<file path="src/rtl/enc_pixel_writer.sv">
// Plots the PmodEnc-selected colour at (x,y) into packed 8-bit pixel RAM via port B
// using read-modify-write, and provides a full pixel-area clear.
module enc_pixel_writer #(
    parameter logic [15:0] BASE_ADDR = 16'h1000,
    parameter int          WIDTH     = 160,
    parameter int          HEIGHT    = 120
) (
    input  logic        clk,
    input  logic        rst,
    input  logic [7:0]  x_pos,
    input  logic [7:0]  y_pos,
    input  logic [7:0]  color,
    input  logic        clear,
    input  logic [15:0] ram_rdata,
    output logic [15:0] ram_addr,
    output logic [15:0] ram_wdata,
    output logic        ram_we,
    output logic        busy
);

    typedef enum logic [2:0] {
        S_IDLE = 3'd0,
        S_CALC = 3'd1,
        S_RD   = 3'd2,
        S_MRG  = 3'd3,
        S_WR   = 3'd4,
        S_CLR  = 3'd5
    } state_t;

    localparam logic [8:0]  WIDTH_C  = 9'(WIDTH);
    localparam logic [8:0]  HEIGHT_C = 9'(HEIGHT);
    localparam logic [15:0] HALF_W   = 16'(WIDTH / 2);
    localparam logic [15:0] CLR_LAST = 16'((WIDTH * HEIGHT) / 2 - 1);

    state_t      state_q, state_d;
    logic        clr_pend_q, clr_pend_d;
    logic [7:0]  lx_q, lx_d, ly_q, ly_d, lc_q, lc_d;
    logic [15:0] addr_q, addr_d;
    logic        sel_hi_q, sel_hi_d;
    logic [15:0] merged_q, merged_d;
    logic [15:0] cnt_q, cnt_d;
    logic [15:0] ram_addr_q, ram_addr_d;
    logic [15:0] ram_wdata_q, ram_wdata_d;
    logic        ram_we_q, ram_we_d;
    logic        busy_q, busy_d;
    logic        chg_s;
    logic        in_range_s;

    // Even x lives in the high byte, odd x in the low byte.
    function automatic logic [15:0] merge_byte(input logic [15:0] word,
                                               input logic [7:0]  px,
                                               input logic        hi);
        return hi ? {px, word[7:0]} : {word[15:8], px};
    endfunction

    assign chg_s      = ({x_pos, y_pos, color} != {lx_q, ly_q, lc_q});
    assign in_range_s = ({1'b0, x_pos} < WIDTH_C) && ({1'b0, y_pos} < HEIGHT_C);

    // Next-state and registered-output computation.
    always_comb begin
        state_d     = state_q;
        clr_pend_d  = clr_pend_q | clear;
        lx_d        = lx_q;
        ly_d        = ly_q;
        lc_d        = lc_q;
        addr_d      = addr_q;
        sel_hi_d    = sel_hi_q;
        merged_d    = merged_q;
        cnt_d       = cnt_q;
        ram_addr_d  = ram_addr_q;
        ram_wdata_d = ram_wdata_q;
        ram_we_d    = 1'b0;
        case (state_q)
            S_IDLE: begin
                if (clr_pend_q) begin
                    // A pulse landing in this very cycle queues one more clear.
                    clr_pend_d = clear;
                    cnt_d      = 16'd0;
                    state_d    = S_CLR;
                end else if (chg_s) begin
                    lx_d    = x_pos;
                    ly_d    = y_pos;
                    lc_d    = color;
                    state_d = in_range_s ? S_CALC : S_IDLE;
                end else begin
                    state_d = S_IDLE;
                end
            end
            S_CALC: begin
                addr_d   = BASE_ADDR + 16'(ly_q) * HALF_W + {9'd0, lx_q[7:1]};
                sel_hi_d = ~lx_q[0];
                state_d  = S_RD;
            end
            S_RD: begin
                ram_addr_d = addr_q;
                state_d    = S_MRG;
            end
            S_MRG: begin
                merged_d = merge_byte(ram_rdata, lc_q, sel_hi_q);
                state_d  = S_WR;
            end
            S_WR: begin
                ram_addr_d  = addr_q;
                ram_wdata_d = merged_q;
                ram_we_d    = 1'b1;
                state_d     = S_IDLE;
            end
            S_CLR: begin
                ram_addr_d  = BASE_ADDR + cnt_q;
                ram_wdata_d = 16'h0000;
                ram_we_d    = 1'b1;
                if (cnt_q == CLR_LAST) begin
                    state_d = S_IDLE;
                end else begin
                    cnt_d   = cnt_q + 16'd1;
                    state_d = S_CLR;
                end
            end
            default: begin
                state_d = S_IDLE;
            end
        endcase
        busy_d = (state_d != S_IDLE);
    end

    // State and output registers with synchronous active-low reset.
    always_ff @(posedge clk) begin
        if (!rst) begin
            state_q     <= S_IDLE;
            clr_pend_q  <= 1'b0;
            lx_q        <= 8'd0;
            ly_q        <= 8'd0;
            lc_q        <= 8'd0;
            addr_q      <= 16'd0;
            sel_hi_q    <= 1'b0;
            merged_q    <= 16'd0;
            cnt_q       <= 16'd0;
            ram_addr_q  <= 16'd0;
            ram_wdata_q <= 16'd0;
            ram_we_q    <= 1'b0;
            busy_q      <= 1'b0;
        end else begin
            state_q     <= state_d;
            clr_pend_q  <= clr_pend_d;
            lx_q        <= lx_d;
            ly_q        <= ly_d;
            lc_q        <= lc_d;
            addr_q      <= addr_d;
            sel_hi_q    <= sel_hi_d;
            merged_q    <= merged_d;
            cnt_q       <= cnt_d;
            ram_addr_q  <= ram_addr_d;
            ram_wdata_q <= ram_wdata_d;
            ram_we_q    <= ram_we_d;
            busy_q      <= busy_d;
        end
    end

    assign ram_addr  = ram_addr_q;
    assign ram_wdata = ram_wdata_q;
    assign ram_we    = ram_we_q;
    assign busy      = busy_q;

endmodule
</file>
<file path="config.mk">
export PLATFORM = sky130hd
export DESIGN_NAME = enc_pixel_writer
export DESIGN_NICKNAME = d
export VERILOG_FILES = /design/src/rtl/enc_pixel_writer.sv
export SDC_FILE = /design/constraint.sdc
export NUM_CORES = 1
export LEC_CHECK = 0
export CAP_MARGIN = 20
export CELL_PAD_IN_SITES_DETAIL_PLACEMENT = 0
export CELL_PAD_IN_SITES_GLOBAL_PLACEMENT = 2
export CORE_AREA = 2 2 139 141
export CTS_CLUSTER_SIZE = 40
export DETAILED_ROUTE_END_ITERATION = 12
export DIE_AREA = 0 0 141 143
export HOLD_SLACK_MARGIN = 0.06
export PLACE_DENSITY_LB_ADDON = 0.1
export SYNTH_ARGS = -nofsm -noshare
export SYNTH_HDL_FRONTEND = slang
export SYNTH_SLANG_ARGS = --single-unit
</file>
<file path="constraint.sdc">
create_clock -name clk -period 2.5 [get_ports clk]
set_input_delay 0.25 -clock clk [delete_from_list [all_inputs] [get_ports clk]]
set_output_delay 0.25 -clock clk [all_outputs]
set_load 0.02 [all_outputs]
</file>
== After elaboration in Yosys (flattened, before gate mapping) ==
Index checks and enable logic that the tools add are counted.

* Register bits after elaboration: 111
* Latch bits: 0
* RAM bits: 0
* ROM bits: 0
* Input port bits: 43
* Output and inout port bits: 34
* Word-level logic and storage cells: 56
* Memories kept: 0

* Add/subtract/negate cells: 4
* $mul: 1
* Div/mod/pow operators: 0
* Magnitude comparators: 2
* Eq/ne operators: 9
* Shift-type cells: 0
* Mux-type cells: 14
* Bitwise logic cells: 3
* Reductions and logical operators: 10

{| class="wikitable"
|+ Operators by type and width
! operator !! number
|-
| case mux 16 bit (2 select lines) || 3
|-
| two-way mux 16 bit || 3
|-
| inequality test 24 bit || 1
|-
| adder 13 x 15 -> 16 bit, first input constant || 1
|-
| adder 13 x 16 -> 16 bit, first input constant || 1
|-
| adder 16 x 1 -> 16 bit, second input constant || 1
|-
| adder 16 x 7 -> 16 bit || 1
|-
| == test 16 x 14 -> 1 bit, second input constant || 1
|-
| case mux 3 bit (5 select lines) || 1
|-
| multiplier 8 x 3 -> 11 bit, second input constant || 1
|-
| < comparator 8 x 7 -> 1 bit, second input constant || 1
|-
| < comparator 8 bit, second input constant || 1
|-
| == test 3 x 2 -> 1 bit, second input constant || 2
|-
| == test 3 bit, second input constant || 2
|-
| two-way mux 3 bit || 2
|-
| AND reduction 3 bit || 2
|-
| nonzero test 2 bit || 3
|-
| two-way mux 1 bit || 5
|-
| inequality test 2 bit, second input constant || 2
|-
| OR reduction 2 bit || 2
|-
| == test 3 x 1 -> 1 bit, second input constant || 1
|-
| zero test 3 bit || 1
|-
| nonzero test 3 bit || 1
|-
| inverter 1 bit || 2
|-
| 2 further kinds || 2
|}

== Logic depth before layout (Yosys ltp) ==
* Depth in word-level cells: 7
* Depth in mapped cells: 8
* Mapped depth without buffers: 8

== Worst setup path before layout ==
Ideal clock, no wire load.

* Path kind: register to register
* Start: reg ly_q[1]
* End: reg addr_q[13]
* Setup time: 122 ps
* Arrival time: 2,564 ps
* Required time: 2,378 ps
* Slack: -186 ps
* Stages on the path, launching flop included: 8
* Path buffers: 0
* Clock period less this slack: 2,686 ps
* Cells stage by stage: dfxtp_1 -> ha_1 -> ha_1 -> fa_1 -> a211oi_1 -> o22ai_1 -> or4_1 -> a311o_1

* Cells in the longest elaborated chain, start to end: 3

{| class="wikitable"
|+ RTL lines
! element !! RTL line !! source
|-
| start, declared || 37 || <nowiki>logic [7:0] lx_q, lx_d, ly_q, ly_d, lc_q, lc_d;</nowiki>
|-
| start signal, assigned || 146 || <nowiki>ly_q <= ly_d;</nowiki>
|-
| multiplier 8 x 3 -> 11 bit || 90 || <nowiki>addr_d = BASE_ADDR + 16'(ly_q) * HALF_W + {9'd0, lx_q[7:1]};</nowiki>
|-
| adder 13 x 15 -> 16 bit || 90 ||
|-
| adder 16 x 7 -> 16 bit || 90 ||
|-
| end signal, assigned || 148 || <nowiki>addr_q <= addr_d;</nowiki>
|-
| end, declared || 38 || <nowiki>logic [15:0] addr_q, addr_d;</nowiki>
|}

No other way between the ends.
A chain may end at the register's enable or synchronous reset.

== Worst setup path in the final report ==
* Start: reg ly_q[3]
* End: reg addr_q[13]

Same word-level chain as after synthesis.

==> impl_metrics.ini <==
[synthesis]
syn_nets = 683
yosys-mux-area-fraction_pct = 8.42
synth.top_cell.area_share_pct = 40.6
synth_largest_area_cell = dfxtp_1
synth.most_common_cell = dfxtp_1
ys_seq_area_share_pct = 40.6
avgSynthCellArea_sq_um = 8.82
synth_top_family_by_area = simple AND/OR/NAND/NOR gates
synthAdderAreaFrac_pct = 4.85
synthCells = 620
synth_warnings = 0
synthSimpleGateAreaFrac_pct = 20.7
synth_xor_xnor_area_share_pct = 6.25
synthTopCellsByArea = dfxtp_1 (41%), mux2i_1 (8.4%), nand2_1 (7.1%), nor2_1 (5.4%), ha_1 (4.1%)
syn_area_sq_um = 5470
synth_compound_area_share_pct = 15.6
synth-edff-count = 0
synth_flop_cell = dfxtp_1
yosys-top-cells-count = dfxtp_1 (111), nand2_1 (103), nor2_1 (78)
synth_cell_types = 61
ys_ff_latch = 111
synth_async_sr_flop_share_pct = 0

[global_route]
grt_pass1_wl_um = 23700
grt_max_degree = 56
grt_pass1_vias = 4422
grt-ovfl-total = 0
antenna_found_initial = 0
grt_usage_pct = 15.1

[floorplanning]
dieArea_sq_um = 20200
die_x_um = 141
die_h_um = 143
placementRows = 50
start_util_pct = 29.4
ios = 77
core_sq_um = 18600

[sta]
finClkSkew_ns = 0.0136
finalCriticalPeriod_ns = 2.50
fin_hold_ws_ns = 0.404
hold_violations = 0
finalCritPeriodShare_pct = 99.9
slew_headroom_pct = 47.4
fmax_ghz = 0.400
setup_violations = 0
rsz0062_at_grt = true
tns_ns = 0
maxSlewViolCount = 0
tightest_slew_ns = 0.787

[pwr]
p_seq_share_pct = 40.3
comb_power_share_pct = 33.4
p_int_uw = 3600
total_power_uw = 5570
p_per_area_nw_per_um2 = 792
peakVddDrop_uv = 337
power_leakage_uw = 0.00255
pwr-share-clk_pct = 26.3
switching_share_pct = 35.3
power.switching_uw = 1970

[layout]
fin_nets = 765
antenna_cells = 0
fill_cells = 1897
layout.cells.non_filler = 941
layout-drive-gt1-share_pct = 12.3
syn_to_final_growth_pct = 28.6

[worst_hold_path]
holdCritPathClass = in -> reg

[worst_setup_path]
cp_common_cell = ha_4
critPathKind = reg -> reg
path_max_fanout = 4
path_cells = ha_4 > ha_4 > fa_2 > a211oi_4 > o22ai_2 > or4_4 > a311o_1
cp-start-kind = register
critical-path-top-delay-family = adder cells
critPathRequiredTime_ns = 2.74
critical-path-max-stage-delay_ns = 0.44
critPathBufInv = 0
critPathSlowestCell = or4_4
critPathCaptureType = register
cp.arrival_ns = 2.74

[clock_network]
root_buffer = clkbuf_16
clk_path_buf_depth = 2
cts_buffers = 9
htree_levels = 3
clk_pin_slew_ns = 0.08
hold_buffers = 0
clock_sinks = 111
clk_latency_ns = 0.36
cts_tree = yes

[drt]
wl_met1_um = 7600
met3WireLength_um = 464
drtIter0Drc = 189
dr.pass1.iters = 4
top_layer_used = met4
wirelength_um = 15100
ant_nets = 0
dr_wl_met2_um = 6930
dr_total_vias = 4540
drc = 0
routed_via_density = 4.82
wire_per_inst_um = 16.1

[placement]
numPortBuffers = 76
dp.cells = 923
gp_congestion = 0.750
dp.final_hpwl_um = 11300

[run_status]
status = finished, final reports clean

[job]
maxCapViolations = 0
-- power by group through the flow --
stage	clock, uW	combinational [uW]	sequential (uW)
6_report	1460	1860	2240
5_1_grt	1600	2050	2280
4_1_cts	1530	1840	2240
3_5_place_dp	0	1810	2280
3_3_place_gp	0	1810	2270
2_1_floorplan	0	1150	2280
-- per-layer routing --
metal  up-vias  global-route usage [%]
li1       2356                       -
met1      2112                    21.0
met2        64                    23.6
met3         8                    3.32
met4         0                    4.05
met5         -                       0
-- worst min-delay path, stage by stage --
cell and delay (ns):
buf_2 0.12, inv_2 0.21, nor2_1 0.15
-- path summary, 6_finish.rpt --
| kind | startpoint | end | slack [ns] | cells past startpoint |
|---|---|---|---|---|
| worst min register to register | addr_q[6] | addr_q[6] | 0.45 | 2 |
| worst min-delay path | rst | ram_addr[14] | 0.40 | 3 |
| worst max-delay path | ly_q[3] | addr_q[13] | 0.002 | 7 |
| worst max register to register | ly_q[3] | addr_q[13] | 0.002 | 7 |
-- stage by stage --
| step | cell area (sq um) | setup WS, ns | utilization [%] |
|---|---|---|---|
| after global routing | 7030 | -0.0641 | 37.8 |
| final | 7030 | 0.00168 | 37.8 |
| after CTS | 6960 | -0.0288 | 37.5 |
| after detailed placement | 6620 | -0.0747 | 35.6 |
| after floorplan | 5480 | 0.0292 | - |
| after global placement | 6620 | -0.0352 | 35.6 |
-- timing repair --
| action | CTS | global route |
|---|---|---|
| endpoints found under the setup margin | 1 | 4 |
| setup buffers | 2 | 0 |
| pin swaps | 6 | 3 |
| gates resized for setup | 8 | 11 |
-- cell usage in the layout (no fill, tap or decap), types with 3 or more instances in the layout --
cell and instances:
nor2_1 78, a22oi_1 16, xor2_1 14, o21ai_0 15, or3_1 5, nand2_1 103, nand4_1 9, nor3_1 7
a21oi_1 19, o21bai_1 3, a211oi_1 22, ha_4 4, o211ai_1 5, dfxtp_2 5, nand2b_1 3, buf_4 30
a311oi_1 12, and3_1 5, a31o_2 3, inv_1 6, ha_1 14, clkdlybuf4s50_1 75, clkbuf_16 9, a31oi_1 4
xnor2_1 24, dfxtp_1 106, mux2i_1 46
-- cell type report --
class	instances	area, sq um	area share, %
well taps	234	293	4.16
repair buffers	108	1020	14.5
multi-input cells	465	3170	45.0
flip-flops and latches	111	2230	31.7
clock inverters	7	72.6	1.03
clock buffers	9	225	3.20
inverters	7	26.3	0.374
-- flip-flops by register name, summed over array words and instances, names as in the netlist, 3 cells and up --
register / count
cnt_q: 16
lc_q: 8
merged_q: 16
ram_addr: 16
lx_q: 8
ram_wdata: 16
ly_q: 8
state_q: 3
addr_q: 16
-- logic make-up after synthesis --
logic type / Yosys count
AO/OA/AOI/OAI: 117
XOR/XNOR: 39
adder cells (fa/ha/maj): 20
buffers and inverters: 44
flip-flops: 111
multiplexers: 46
AND/OR/NAND/NOR: 243
(Power assumes the default switching activity.)
